`config.mk`:
```
export PLATFORM = sky130hd
export DESIGN_NAME = cpu_mem_arbiter
export DESIGN_NICKNAME = d
export VERILOG_FILES = /design/src/rtl/cpu_mem_arbiter.sv
export SDC_FILE = /design/constraint.sdc
export NUM_CORES = 1
export LEC_CHECK = 0
export ABC_CLOCK_PERIOD_IN_PS = 4430
export CAP_MARGIN = 20
export CORE_MARGIN = 1
export CORE_UTILIZATION = 46
export DETAILED_ROUTE_END_ITERATION = 10
export GPL_ROUTABILITY_DRIVEN = 0
export PLACE_DENSITY_LB_ADDON = 0.25
export SKIP_CTS_REPAIR_TIMING = 1
export SLEW_MARGIN = 20
export SYNTH_ARGS = -nofsm -noshare
export SYNTH_HDL_FRONTEND = slang
export SYNTH_SLANG_ARGS = --single-unit
```
`constraint.sdc`:
```
create_clock -name clk -period 4.43 [get_ports clk]
set_clock_uncertainty 0.2 [all_clocks]
set_input_delay 0.443 -clock clk [delete_from_list [all_inputs] [get_ports clk]]
set_output_delay 0.443 -clock clk [all_outputs]
set_load 0.03 [all_outputs]
```
`src/rtl/cpu_mem_arbiter.sv`:
```
// Serializes the core's instruction-fetch and data-memory requests onto one
// single-ported bus, data access first, stalling the core until both complete.
module cpu_mem_arbiter #(
  parameter int unsigned TIMEOUT   = 255,
  parameter logic [31:0] ERR_RDATA = 32'h0000_0013
) (
  input  logic        clk,
  input  logic        rst,
  input  logic        IM_ren,
  input  logic [31:0] IM_raddr,
  output logic [31:0] IM_rdata,
  input  logic        DM_ren,
  input  logic [3:0]  DM_wen,
  input  logic [31:0] DM_addr,
  input  logic [31:0] DM_wdata,
  output logic [31:0] DM_rdata,
  output logic        waiting,
  output logic        mem_req,
  output logic [3:0]  mem_we,
  output logic [31:0] mem_addr,
  output logic [31:0] mem_wdata,
  input  logic        mem_ack,
  input  logic [31:0] mem_rdata,
  output logic        bus_err,
  output logic [31:0] stall_cnt
);

  typedef enum logic [1:0] {
    IDLE   = 2'd0,
    DM_ACC = 2'd1,
    IM_ACC = 2'd2,
    DONE   = 2'd3
  } state_t;

  localparam logic [7:0] TMO_LAST = 8'(TIMEOUT - 32'd1);

  state_t      state_r, state_nx_s;
  logic        dm_wr_s, dm_any_s, any_req_s, capture_s;
  logic        acc_s, expire_s, done_s;
  logic [31:0] im_addr_r, dm_addr_r, dm_wdata_r;
  logic [3:0]  dm_wen_r;
  logic        dm_wr_r, im_pend_r;
  logic [31:0] im_addr_nx_s, dm_addr_nx_s, dm_wdata_nx_s;
  logic [3:0]  dm_wen_nx_s;
  logic        dm_wr_nx_s, im_pend_nx_s;
  logic [7:0]  tmo_cnt_r;

  assign dm_wr_s   = (DM_wen != 4'hF);
  assign dm_any_s  = dm_wr_s | DM_ren;
  assign any_req_s = IM_ren | dm_any_s;
  assign capture_s = (state_r == IDLE) && any_req_s;
  assign acc_s     = (state_r == DM_ACC) || (state_r == IM_ACC);
  // An ack in the final allowed cycle takes precedence over the abort.
  assign expire_s  = acc_s && !mem_ack && (tmo_cnt_r == TMO_LAST);
  assign done_s    = acc_s && (mem_ack || expire_s);
  assign waiting   = !rst && (capture_s || acc_s);

  // Next-state selection and next values of the request latches.
  always_comb begin
    state_nx_s    = state_r;
    im_addr_nx_s  = im_addr_r;
    dm_addr_nx_s  = dm_addr_r;
    dm_wdata_nx_s = dm_wdata_r;
    dm_wen_nx_s   = dm_wen_r;
    dm_wr_nx_s    = dm_wr_r;
    im_pend_nx_s  = im_pend_r;
    case (state_r)
      IDLE: begin
        if (any_req_s) begin
          state_nx_s    = dm_any_s ? DM_ACC : IM_ACC;
          im_addr_nx_s  = IM_raddr;
          dm_addr_nx_s  = DM_addr;
          dm_wdata_nx_s = DM_wdata;
          dm_wen_nx_s   = DM_wen;
          dm_wr_nx_s    = dm_wr_s;
          im_pend_nx_s  = IM_ren;
        end else begin
          state_nx_s = IDLE;
        end
      end
      DM_ACC: begin
        if (done_s) begin
          state_nx_s = im_pend_r ? IM_ACC : DONE;
        end else begin
          state_nx_s = DM_ACC;
        end
      end
      IM_ACC: begin
        if (done_s) begin
          state_nx_s = DONE;
        end else begin
          state_nx_s = IM_ACC;
        end
      end
      DONE:    state_nx_s = IDLE;
      default: state_nx_s = IDLE;
    endcase
  end

  // State, request latches and the registered bus drive.
  always_ff @(posedge clk) begin
    if (rst) begin
      state_r    <= IDLE;
      im_addr_r  <= 32'd0;
      dm_addr_r  <= 32'd0;
      dm_wdata_r <= 32'd0;
      dm_wen_r   <= 4'hF;
      dm_wr_r    <= 1'b0;
      im_pend_r  <= 1'b0;
      mem_req    <= 1'b0;
      mem_we     <= 4'hF;
      mem_addr   <= 32'd0;
      mem_wdata  <= 32'd0;
    end else begin
      state_r    <= state_nx_s;
      im_addr_r  <= im_addr_nx_s;
      dm_addr_r  <= dm_addr_nx_s;
      dm_wdata_r <= dm_wdata_nx_s;
      dm_wen_r   <= dm_wen_nx_s;
      dm_wr_r    <= dm_wr_nx_s;
      im_pend_r  <= im_pend_nx_s;
      mem_req    <= (state_nx_s == DM_ACC) || (state_nx_s == IM_ACC);
      mem_we     <= ((state_nx_s == DM_ACC) && dm_wr_nx_s) ? dm_wen_nx_s : 4'hF;
      mem_addr   <= (state_nx_s == IM_ACC) ? im_addr_nx_s : dm_addr_nx_s;
      mem_wdata  <= dm_wdata_nx_s;
    end
  end

  // Per-access wait counter, restarted whenever a new access state is entered.
  always_ff @(posedge clk) begin
    if (rst) begin
      tmo_cnt_r <= 8'd0;
    end else if (state_nx_s != state_r) begin
      tmo_cnt_r <= 8'd0;
    end else if (acc_s) begin
      tmo_cnt_r <= tmo_cnt_r + 8'd1;
    end else begin
      tmo_cnt_r <= tmo_cnt_r;
    end
  end

  // Read-data capture, abort pulse and stall statistics.
  always_ff @(posedge clk) begin
    if (rst) begin
      IM_rdata  <= 32'd0;
      DM_rdata  <= 32'd0;
      bus_err   <= 1'b0;
      stall_cnt <= 32'd0;
    end else begin
      if ((state_r == DM_ACC) && done_s && !dm_wr_r) begin
        DM_rdata <= mem_ack ? mem_rdata : ERR_RDATA;
      end else begin
        DM_rdata <= DM_rdata;
      end
      if ((state_r == IM_ACC) && done_s) begin
        IM_rdata <= mem_ack ? mem_rdata : ERR_RDATA;
      end else begin
        IM_rdata <= IM_rdata;
      end
      bus_err   <= expire_s;
      stall_cnt <= waiting ? (stall_cnt + 32'd1) : stall_cnt;
    end
  end

endmodule

```
; ---- After elaboration in Yosys (flattened, before gate mapping)
; Index checks and enable logic that the tools add are counted.
[totals]
ff_bits = 246
input_bits = 137
output_inout_bits = 167
elab_cells = 64
[classes]
add_sub_neg = 2
n_eq_ne = 8
muxes = 16
n_bitwise = 3
reduce_logical = 20
[ops]
columns = operator, count
row1 = 2-to-1 mux 32 bit, 6
row2 = adder 32 x 1 -> 32 bit (second input constant), 1
row3 = logical AND 1 bit, 9
row4 = adder 8 x 1 -> 8 bit (second input constant), 1
row5 = == test 8 bit (second input constant), 1
row6 = 2-to-1 mux 4 bit, 2
row7 = one-hot mux 2 bit (4 select lines), 1
row8 = == test 2 bit (second input constant), 3
row9 = 2-to-1 mux 2 bit, 3
row10 = == test 2 x 1 -> 1 bit (second input constant), 2
row11 = logical OR 1 bit, 4
row12 = 2-to-1 mux 1 bit, 4
row13 = inequality test 4 bit (second input constant), 1
row14 = OR reduction 2 bit, 2
row15 = zero test 1 bit, 3
row16 = zero test 2 bit, 1
row17 = inequality test 2 bit, 1
row18 = OR 1 bit, 2
row19 = AND reduction 2 bit, 1
row20 = NOT 1 bit, 1

; ---- Logic depth before layout (Yosys ltp)
; Gate-level depths: netlist (run 1).
[logic_depth]
ltp_word = 12
depth_mapped = 13
mapped_depth_nobuf = 10

; ---- Worst setup path after synthesis (run 1)
; Ideal clock, no wire load.
[synth_timing]
kind = register to register
start = register state_r[0]
end = register mem_addr[28]
setup_time_ns = 0.076
t_arrival_ns = 2.930
t_required_ns = 4.154
path_slack_ns = 1.225
path_stages_with_launch = 14
n_path_buf = 4
period_less_slack_ns = 3.205
path_cell_list = dfxtp_1 -> inv_1 -> ha_1 -> clkbuf_1 -> nand2_1 -> o21ai_1 -> nand2_1 -> clkbuf_1 -> a31o_2 -> ha_1 -> or2_2 -> clkbuf_1 -> clkbuf_1 -> o22ai_1
[synth_between]
elab_chain_len = 10
elab_cells_between_ends = 16
classes_between = eq/ne (4) / mux (6) / reduce/logical (6)
[synth_lines]
columns = item, line_no
row1 = start: declaration, 37  ; state_t state_r, state_nx_s;
row2 = start signal: assignment, 115  ; state_r <= state_nx_s;
row3 = == test 2 x 1 -> 1 bit / == test 2 bit (equally long branches), "52, 67"
row4 = logical OR 1 bit, 52  ; assign acc_s = (state_r == DM_ACC) || (state_r == IM_ACC);
row5 = logical AND 1 bit (2 in a row), 54  ; assign expire_s = acc_s && !mem_ack && (tmo_cnt_r == TMO_LAST);
row6 = logical OR 1 bit, 55  ; assign done_s = acc_s && (mem_ack || expire_s);
row7 = logical AND 1 bit, 55
row8 = 2-to-1 mux 1 bit / 2-to-1 mux 2 bit (equally long branches), "89, 82"
row9 = one-hot mux 2 bit (4 select lines), 67  ; case (state_r)
row10 = == test 2 bit, 124  ; mem_addr <= (state_nx_s == IM_ACC) ? im_addr_nx_s : dm_addr_nx_s;
row11 = 2-to-1 mux 32 bit *, 124
row12 = end signal: assignment, 124
row13 = end: declaration, 20  ; output logic [31:0] mem_addr,
; Mark *: on every way between the ends. The rest lies on a longest branch, timed or not.
; A chain may end at the register's enable or synchronous reset.

; ---- Worst setup path in the final report (run 1)
[layout_timing]
start = register state_r[0]
end = register mem_addr[8]
; Same word-level chain as after synthesis.

==> flow_summary.json, run 1 <==
{
  "crit_buf_inv": 1,
  "layout-drive-gt1-share": 0.0504,
  "drtIter0Drc": 352,
  "synth.yosys.seq_area_share": 0.545,
  "rows": 50,
  "grt_max_degree": 102,
  "core_region_area_mm2": 0.0190,
  "fin_setup_tns_ps": 0,
  "met3_usage": 0.0821,
  "path_delay_family": "compound AO/OA/AOI/OAI gates",
  "clock_sinks": 246,
  "syn2layout_area_growth_pct": 44.4,
  "dieArea_mm2": 0.0202,
  "power_uw": 6120,
  "syn_nets": 1145,
  "via_per_inst": 5.16,
  "reg2reg_slack_ps": 860,
  "required_ps": 4670,
  "dieHeight_um": 142,
  "fmax_mhz": 280,
  "antenna_found_initial": 0,
  "period_share": 0.805,
  "synth_edf_count": 0,
  "synthDistinctLibCells": 47,
  "ys_ff_latch": 246,
  "powerDensity_mw_per_mm2": 469,
  "synth_cells": 999,
  "slew_viol_final": 0,
  "vias": 7996,
  "io_buffers": 303,
  "peakVddDrop_mv": 0.330,
  "worst_slack_ps": 863,
  "relSlewSlack": 0.280,
  "place_hpwl_um": 17000,
  "worst_ep_arrival_time_ps": 3810,
  "tightestPinTransition_ps": 1080,
  "rsz0062_at_grt": "false",
  "start_kind": "flop",
  "routed_wl_um": 25200,
  "cts_tree": "built",
  "grt_pass1_vias": 7619,
  "nets": 1416,
  "firstDrtPassIters": 5,
  "status": "finished, final reports clean",
  "synth-main-ff-cell": "dfxtp_1",
  "finalCriticalPeriod_ps": 3570,
  "crit_type": "flop to flop",
  "clk_path_buf_depth": 3,
  "asyncSetResetFlopFracSynth": 0,
  "cts_buffers": 26,
  "finalHoldViolations": 0,
  "cts.clk_slew.worst_paths_ps": 60,
  "grt_usage": 0.243,
  "antenna_cells": 0,
  "cap_violations": 0,
  "route.detailed.drc": 0,
  "synth_area_per_cell_um2": 9.05,
  "ant_nets": 0,
  "routedWlPerCell_um": 16.2,
  "met2_usage": 0.402,
  "yosys_warnings": 0,
  "grt_pass1_wl_um": 39200,
  "setup_viol": 0,
  "root_buffer": "clkbuf_16",
  "met1_usage": 0.293,
  "start_util": 0.477,
  "crit_fanout": 32,
  "die_w_um": 142,
  "h-tree-depth": 1,
  "busiest_layer": "met2",
  "dp_slack_ps": 874,
  "cpMostUsedCell": "ha_1",
  "hold_class": "input port to flop",
  "end_kind": "flop",
  "top_level_ports": 304,
  "clk_latency_ps": 520,
  "grt_overflow_total": 0,
  "slowest_stage": "or2_2",
  "slowest_delay_ps": 570,
  "power_leakage_uw": 0.00486,
  "synth_area_mm2": 0.00904,
  "path_cells": "inv_1, ha_1, nand4_1, o21ai_1, nand2_1, a31o_2, ha_1, or2_2, o22ai_1"
}
==> synth_stat cells, types with 7 or more instances <==
| cell type | number | area (um^2) |
|---|---|---|
| a211oi_1 | 7 | 52.6 |
| a21oi_1 | 95 | 475 |
| buf_2 | 12 | 60.1 |
| clkbuf_1 | 54 | 203 |
| dfxtp_1 | 246 | 4920 |
| ha_1 | 9 | 113 |
| inv_1 | 15 | 56.3 |
| mux2i_1 | 68 | 681 |
| nand2_1 | 150 | 563 |
| nand3_1 | 64 | 320 |
| nand4_1 | 10 | 62.6 |
| nor2_1 | 110 | 413 |
| nor3_1 | 15 | 75.1 |
| nor4_1 | 14 | 87.6 |
| o21ai_0 | 8 | 40.0 |
| o22ai_1 | 32 | 200 |
| xnor2_1 | 22 | 193 |
| xor2_1 | 12 | 105 |
==> sequential cells by signal (all words and copies together), names as in the netlist <==
signal,count
DM_rdata,32
mem_we,4
state_r,2
dm_wen_r,4
bus_err,1
im_pend_r,1
mem_req,1
stall_cnt,32
dm_wdata_r,32
mem_addr,32
dm_wr_r,1
dm_addr_r,32
IM_rdata,32
tmo_cnt_r,8
im_addr_r,32
==> worst paths after layout <==
kind,startpoint,to,cells after the start
setup / recovery,state_r[0]$_SDFF_PP0_,mem_addr[8]$_SDFF_PP0_,9
hold / removal,rst,stall_cnt[15]$_SDFFE_PP0P_,2
hold reg to reg,dm_wdata_r[6]$_SDFFE_PP0P_,dm_wdata_r[6]$_SDFFE_PP0P_,2
setup reg to reg,state_r[0]$_SDFF_PP0_,mem_addr[8]$_SDFF_PP0_,9
==> where the power goes <==
part           leakage [uW]  internal (uW)  total, uW  switching (uW)
sequential          0.00201           2440       2530            88.7
clock              0.000429           1270       2120             857
combinational       0.00242            607       1470             859
==> layout make-up <==
type                            count  area (um^2)
Fill cell                        1577         5900
Sequential cell                   246         4920
Multi-Input combinational cell    667         3780
Timing Repair Buffer              314         3110
Clock buffer                       43          825
Tap cell                          260          325
Inverter                           15         56.3
Clock inverter                      5         40.0
==> placed cells by master (no fill, tap or decap), types with 3 or more instances in the layout <==
cell,netlist,final
inv_1,15,15
clkinv_2,0,3
nand3_1,64,64
nor4_1,14,14
clkbuf_8,0,11
o21ai_0,8,8
nand4_1,10,10
nor3_1,15,15
xor2_1,12,12
or3_1,5,5
or2_2,3,3
xnor2_1,22,22
nor2b_1,5,5
mux2i_1,68,68
clkbuf_1,54,6
buf_4,0,11
a21oi_1,95,95
dfxtp_1,246,246
nor2_1,110,110
o22ai_1,32,32
clkbuf_16,0,26
and2_1,4,4
a211oi_1,7,7
clkdlybuf4s50_1,0,301
nand2_1,150,150
ha_1,9,9
and4_1,3,3
==> layer usage <==
| metal | up-vias | wire length, um | part of all wire |
|---|---|---|---|
| met2 | 262 | 11700 | 0.47 |
| li1 | 3964 | - | - |
| met3 | 51 | 2410 | 0.096 |
| met4 | 0 | 800 | 0.032 |
| met5 | - | 0 | 0 |
| met1 | 3719 | 10300 | 0.41 |
==> per-stage QoR <==
| step | cell area, um^2 | std cells | util | hold slack (ps) |
|---|---|---|---|---|
| 6_report | 13100 | 1550 | 0.689 | 185 |
| 5_1_grt | 13100 | 1550 | 0.689 | 240 |
| 4_1_cts | 13100 | 1550 | 0.689 | 192 |
| 3_5_place_dp | 12200 | 1502 | 0.643 | 246 |
| 3_3_place_gp | 12200 | 1502 | 0.643 | 241 |
| 2_1_floorplan | 9040 | 999 | - | 230 |
==> worst reg2reg max path, stage by stage (launching register included) <==
cell	delay (ps)
dfxtp_1	390
inv_1	130
ha_1	560
nand4_1	230
o21ai_1	470
nand2_1	150
a31o_2	300
ha_1	190
or2_2	570
o22ai_1	280
==> kinds of logic after synthesis <==
family	synth area share
AOI/OAI and AO/OA	0.103
xor gates and xnor gates	0.0329
adders and majority gates	0.0125
buffers and inverters	0.0382
DFF	0.545
muxes	0.0753
and+or+nand+nor	0.194
(Power assumes the default switching activity.)
==> run 2, diff against run 1 <==
--- a/config.mk
+++ b/config.mk
@@ -5,10 +5,10 @@
 export SDC_FILE = /design/constraint.sdc
 export NUM_CORES = 1
 export LEC_CHECK = 0
-export ABC_CLOCK_PERIOD_IN_PS = 4430
+export ABC_CLOCK_PERIOD_IN_PS = 3000
 export CAP_MARGIN = 20
 export CORE_MARGIN = 1
-export CORE_UTILIZATION = 46
+export CORE_UTILIZATION = 41
 export DETAILED_ROUTE_END_ITERATION = 10
 export GPL_ROUTABILITY_DRIVEN = 0
 export PLACE_DENSITY_LB_ADDON = 0.25
==> constraint.sdc (replaced) <==
create_clock -name clk -period 3 [get_ports clk]
set_clock_uncertainty 0.2 [all_clocks]
set_input_delay 0.3 -clock clk [delete_from_list [all_inputs] [get_ports clk]]
set_output_delay 0.3 -clock clk [all_outputs]
set_load 0.03 [all_outputs]
==> run 2 against run 1 <==
  * Power up 50%
  * Setup slack worse by 680 ps
  * Via count down 1.1%
  * First-iteration DRC count up 19%
  * Cell count up 1.3%
  * Sequential power up 47%
  * Core utilization down 7.1 points
  * Global-route usage down 3.1 points
  * Flip-flop and latch count unchanged
  * Clock power up 54%
  * Hold slack worse by 74 ps
  * Sequential share of layout area down 0.38 points
==> flow_summary.json, run 2 (same netlist as run 1, synthesis figures left out) <==
{
  "crit_type": "flop to flop",
  "regArea_mm2": 0.00493,
  "power_leakage_uw": 0.00491,
  "required_ps": 3250,
  "routedWlPerCell_um": 16.1,
  "cts.clk_slew.worst_paths_ps": 60,
  "setup_viol": 0,
  "wl_met1_um": 10500,
  "fin_setup_tns_ps": 0,
  "root_buffer": "clkbuf_16",
  "cap_violations": 0,
  "worst_ep_arrival_time_ps": 3070,
  "worst_slack_ps": 182,
  "nets": 1423,
  "start_util": 0.423,
  "vias": 7909,
  "stdcell_area_mm2": 0.0132,
  "status": "finished, final reports clean",
  "nFillCells": 1858,
  "multi_input_area_mm2": 0.00378,
  "antenna_cells": 0,
  "rows": 53,
  "relSlewSlack": 0.248,
  "route.detailed.drc": 0,
  "finalCriticalPeriod_ps": 2820,
  "antenna_found_initial": 0,
  "io_buffers": 303,
  "powerDensity_mw_per_mm2": 697,
  "placed_area_mm2": 0.0123,
  "drtIter0Drc": 419,
  "firstDrtPassIters": 5,
  "via_per_inst": 5.04,
  "start_kind": "flop",
  "dr_wl_met2_um": 11700,
  "place_hpwl_um": 16600,
  "clk_path_buf_depth": 3,
  "crit_fanout": 32,
  "die_w_um": 151,
  "slew_viol_final": 0,
  "layout_commonest_cell": "clkdlybuf4s50_1",
  "slowest_stage": "dfxtp_1",
  "dp_slack_ps": 170,
  "layout-drive-gt1-share": 0.0548,
  "cts_buffers": 26,
  "wl_met3_um": 2480,
  "grt_overflow_total": 0,
  "peakVddDrop_mv": 0.462,
  "grt_usage": 0.212,
  "cts_tree": "built",
  "period_share": 0.939,
  "tightestPinTransition_ps": 1130,
  "path_cells": "inv_1, ha_1, buf_4, nand2_1, o21ai_2, buf_4, nand2_1, a31o_2, ha_1, or2_2, buf_12, o22ai_1",
  "clk_latency_ps": 530,
  "clock_sinks": 246,
  "grt_pass1_vias": 7233,
  "dieHeight_um": 151,
  "finalHoldViolations": 0,
  "h-tree-depth": 1,
  "fmax_mhz": 355,
  "dieArea_mm2": 0.0227,
  "grt_max_degree": 200,
  "end_kind": "flop",
  "top_level_ports": 304,
  "rsz0062_at_grt": "false",
  "slowest_delay_ps": 330,
  "hold_class": "input port to flop",
  "syn2layout_area_growth_pct": 45.9,
  "routed_wl_um": 25200,
  "highest-signal-layer": "met4",
  "mostFrequentLayoutCells": "clkdlybuf4s50_1 (300), dfxtp_1 (245), nand2_1 (150)",
  "grt_pass1_wl_um": 38400,
  "core_region_area_mm2": 0.0214,
  "ant_nets": 0
}
## run 2: cell types whose count changed in the layout (fill, tap and decap cells not counted), moves of 3 or more
cell       previous run  this run
bufinv_16             0         3
clkbuf_8             11         5
buf_12                0         4
buf_4                11        14
## run 2: power by group
| group | internal [uW] | leakage (uW) | switching [uW] | total [uW] |
|---|---|---|---|---|
| sequential | 3600 | 0.00201 | 125 | 3730 |
| combinational | 927 | 0.00248 | 1270 | 2200 |
| clock | 1980 | 0.000426 | 1300 | 3270 |
| total | 6510 | 0.00491 | 2690 | 9200 |
## run 2: path summary, 6_finish.rpt
kind	startpoint	to	slack [ps]	depth (start not counted)
worst max-delay path	state_r[0]$_SDFF_PP0_	mem_addr[27]$_SDFF_PP0_	180	12
worst min register to register	IM_rdata[15]$_SDFFE_PP0P_	IM_rdata[15]$_SDFFE_PP0P_	250	2
worst min-delay path	DM_wdata[26]	dm_wdata_r[26]$_SDFFE_PP0P_	110	3
worst max register to register	state_r[0]$_SDFF_PP0_	mem_addr[27]$_SDFF_PP0_	180	12
## run 2: metal layers
metal	GRT usage	up-vias
met3	0.0715	40
met5	0	-
met2	0.342	277
li1	-	3977
met4	0.0606	0
met1	0.268	3615
## run 2: cell type report
class | count | area share
inverters | 15 | 0.00427
multi-input cells | 667 | 0.287
flip-flops and latches | 246 | 0.373
repair buffers | 321 | 0.244
clock inverters | 8 | 0.00977
clock buffers | 38 | 0.0565
well taps | 275 | 0.0261
## run 2: per-stage QoR
| stage | power (uW) | instances | utilization | hold slack, ps |
|---|---|---|---|---|
| 2_1_floorplan | 5140 | 999 | - | 230 |
| 3_3_place_gp | 5990 | 1523 | 0.577 | 241 |
| 3_5_place_dp | 6010 | 1523 | 0.577 | 245 |
| 4_1_cts | 9300 | 1569 | 0.617 | -58.9 |
| 5_1_grt | 9610 | 1570 | 0.618 | 100 |
| 6_report | 9200 | 1570 | 0.618 | 111 |
## run 2: worst max-delay path: cells and delay by family, from the launching register on
| kind | cells | cell delay (ps) |
|---|---|---|
| buffers and inverters | 4 | 630 |
| AO/OA/AOI/OAI | 3 | 540 |
| AND/OR/NAND/NOR | 3 | 520 |
| adder cells (fa/ha/maj) | 2 | 510 |
| flip-flops | 1 | 330 |
==> run 3, diff against run 2 <==
--- a/config.mk
+++ b/config.mk
@@ -5,10 +5,11 @@
 export SDC_FILE = /design/constraint.sdc
 export NUM_CORES = 1
 export LEC_CHECK = 0
+export ABC_AREA = 1
 export ABC_CLOCK_PERIOD_IN_PS = 3000
 export CAP_MARGIN = 20
 export CORE_MARGIN = 1
-export CORE_UTILIZATION = 41
+export CORE_UTILIZATION = 42
 export DETAILED_ROUTE_END_ITERATION = 10
 export GPL_ROUTABILITY_DRIVEN = 0
 export PLACE_DENSITY_LB_ADDON = 0.25
==> run 3 against run 2 <==
  * Final area is 3.4% higher
  * Critical path depth decreased by 5
  * Synthesized cell count rose by 19%
  * Sequential power increased by 3%
  * Hold slack better by 45 ps
  * Die area is 3.1% higher
  * Cell count rose by 12%
  * Flip-flop and latch count unchanged
  * First-iteration DRC count down 3.1%
  * Critical endpoint is now waiting
  * Largest cell class unchanged
  * Highest routed layer is now met5
==> flow_summary.json, run 3 <==
{
  "status": "finished, final reports clean",
  "met2_usage": 0.364,
  "synth_common_cells": "dfxtp_1 (246), nand2_1 (242), nor2_1 (167)",
  "mostFrequentLayoutCells": "clkdlybuf4s50_1 (301), dfxtp_1 (246), nand2_1 (241)",
  "synth_most_common_cell": "dfxtp_1",
  "met1_usage": 0.272,
  "cts_tree": "built",
  "place_hpwl_um": 17400,
  "busiest_layer": "met2",
  "ant_nets": 0,
  "synth.yosys.seq_area_share": 0.515,
  "grt_usage": 0.219,
  "crit_type": "flop to output port",
  "antenna_cells": 0,
  "clock_sinks": 246,
  "layout_commonest_cell": "clkdlybuf4s50_1",
  "finalHoldViolations": 0,
  "h-tree-depth": 1,
  "die_w_um": 153,
  "setup_viol": 0,
  "dieArea_mm2": 0.0234,
  "powerDensity_mw_per_mm2": 716,
  "yosysTopAreaCell": "dfxtp_1",
  "worst_ep_arrival_time_ps": 2200,
  "asyncSetResetFlopFracSynth": 0,
  "synthDistinctLibCells": 36,
  "synth_area_per_cell_um2": 8.03,
  "synth_edf_count": 0,
  "dieHeight_um": 153,
  "start_kind": "flop",
  "cts.clk_slew.worst_paths_ps": 60,
  "placed_area_mm2": 0.0127,
  "relSlewSlack": 0.557,
  "reg2reg_slack_ps": 330,
  "ys_ff_latch": 246,
  "cts_buffers": 26,
  "finalCriticalPeriod_ps": 2700,
  "clk_latency_ps": 530,
  "peakVddDrop_mv": 0.446,
  "start_util": 0.433,
  "core_region_area_mm2": 0.0221,
  "yosys_warnings": 0,
  "layout-drive-gt1-share": 0.0595,
  "synth_top_cells_by_area": "dfxtp_1 (52%), nand2_1 (9.5%), a21oi_1 (7.9%), nor2_1 (6.6%), o21ai_0 (6.5%)",
  "rows": 54,
  "clk_path_buf_depth": 3,
  "tightestPinTransition_ps": 665,
  "routedWlPerCell_um": 14.9,
  "grt_pass1_vias": 8266,
  "hold_class": "input port to flop",
  "grt_pass1_wl_um": 42300,
  "cap_violations": 0,
  "grt_max_degree": 101,
  "clockPowerShare": 0.344,
  "drtIter0Drc": 406,
  "fmax_mhz": 370,
  "slew_viol_final": 0,
  "antenna_found_initial": 2,
  "firstDrtPassIters": 4,
  "p_int_uw": 6760,
  "p_sw_uw": 3000,
  "power_frac_comb": 0.264,
  "route.detailed.drc": 0,
  "power_uw": 9770,
  "nets": 1607,
  "met3_usage": 0.0666,
  "root_buffer": "clkbuf_16",
  "vias": 8689,
  "io_buffers": 303,
  "rsz0062_at_grt": "false",
  "seqPwrFrac": 0.392,
  "crit_fanout": 22,
  "switching_share": 0.308,
  "synth-main-ff-cell": "dfxtp_1",
  "required_ps": 2500,
  "grt_overflow_total": 0,
  "synth_cells": 1190,
  "synth_area_mm2": 0.00956,
  "stdcell_area_mm2": 0.0136,
  "top_level_ports": 304,
  "routed_wl_um": 26200,
  "synth_top_area_share": 0.515,
  "period_share": 0.900,
  "syn_nets": 1336,
  "syn2layout_area_growth_pct": 42.8,
  "via_per_inst": 4.94,
  "end_kind": "output port",
  "power_leakage_uw": 0.00537
}
-- run 3: cell types whose count changed in the layout (fill, tap and decap cells not counted), moves of 6 or more --
cell      before  now
a211oi_1       7    1
a21oi_1       95  150
inv_1         15   24
mux2i_1       68   36
nand2_1      150  241
nand3_1       64   18
nor2_1       110  167
nor2_2         0   10
nor4_1        14    1
o21ai_0        8  125
o22ai_1       32    0
xnor2_1       22   15
-- run 3: power by group through the flow --
stage | registers, uW | clock network [uW] | logic (uW)
6_report | 3830 | 3360 | 2580
3_3_place_gp | 3880 | 0 | 2560
4_1_cts | 3830 | 3420 | 2600
3_5_place_dp | 3900 | 0 | 2580
5_1_grt | 3870 | 3560 | 2800
2_1_floorplan | 4390 | 0 | 1100
-- run 3: layer usage --
layer	vias to the layer above	part of all wire
met5	-	0.0010
met4	4	0.021
met3	42	0.088
met2	306	0.45
met1	3887	0.44
li1	4450	-
-- run 3: final cells by class --
cell class	instances	area [um^2]
fill	1926	8450
sequential	246	4920
multi-input combinational	839	4170
timing repair buffer	317	3190
clock buffer	37	753
tap	280	350
clock inverter	8	140
inverter	31	120
-- run 3: cell families after synthesis --
| logic type | count (synthesis) | share of synthesized area |
|---|---|---|
| AND/OR/NAND/NOR | 482 | 0.208 |
| buffers and inverters | 105 | 0.0496 |
| AO/OA/AOI/OAI | 283 | 0.151 |
| flip-flops | 246 | 0.515 |
| adder cells (fa/ha/maj) | 9 | 0.0118 |
| XOR/XNOR | 29 | 0.0266 |
| multiplexers | 36 | 0.0377 |
-- run 3: through the flow --
stage / utilization / cells / setup slack (ps) / hold WS [ps] / setup TNS, ps
floorplan: - / 1190 / 454 / 234 / 0
global placement: 0.576 / 1712 / 99.9 / 245 / 0
detailed placement: 0.576 / 1712 / -30.9 / 258 / -335
CTS: 0.617 / 1757 / -38.0 / -77.1 / -38.0
global route: 0.618 / 1758 / 72.2 / 167 / 0
finish: 0.618 / 1758 / 299 / 156 / 0
-- run 3: critical path: stages (launching register included) --
cell,delay [ps]
dfxtp_1,360
inv_1,100
ha_1,310
inv_1,100
nand2_2,100
inv_2,60
nor2_4,390
buf_4,250
-- run 3: final timing paths --
path	startpoint	to	depth (start not counted)
worst max-delay path	state_r[0]$_SDFF_PP0_	waiting	7
worst min-delay path	IM_raddr[17]	im_addr_r[17]$_SDFF_PP0_	3
worst max register to register	state_r[0]$_SDFF_PP0_	DM_rdata[15]$_SDFFE_PP0P_	9
worst min register to register	dm_wen_r[0]$_SDFF_PP1_	dm_wen_r[0]$_SDFF_PP1_	2
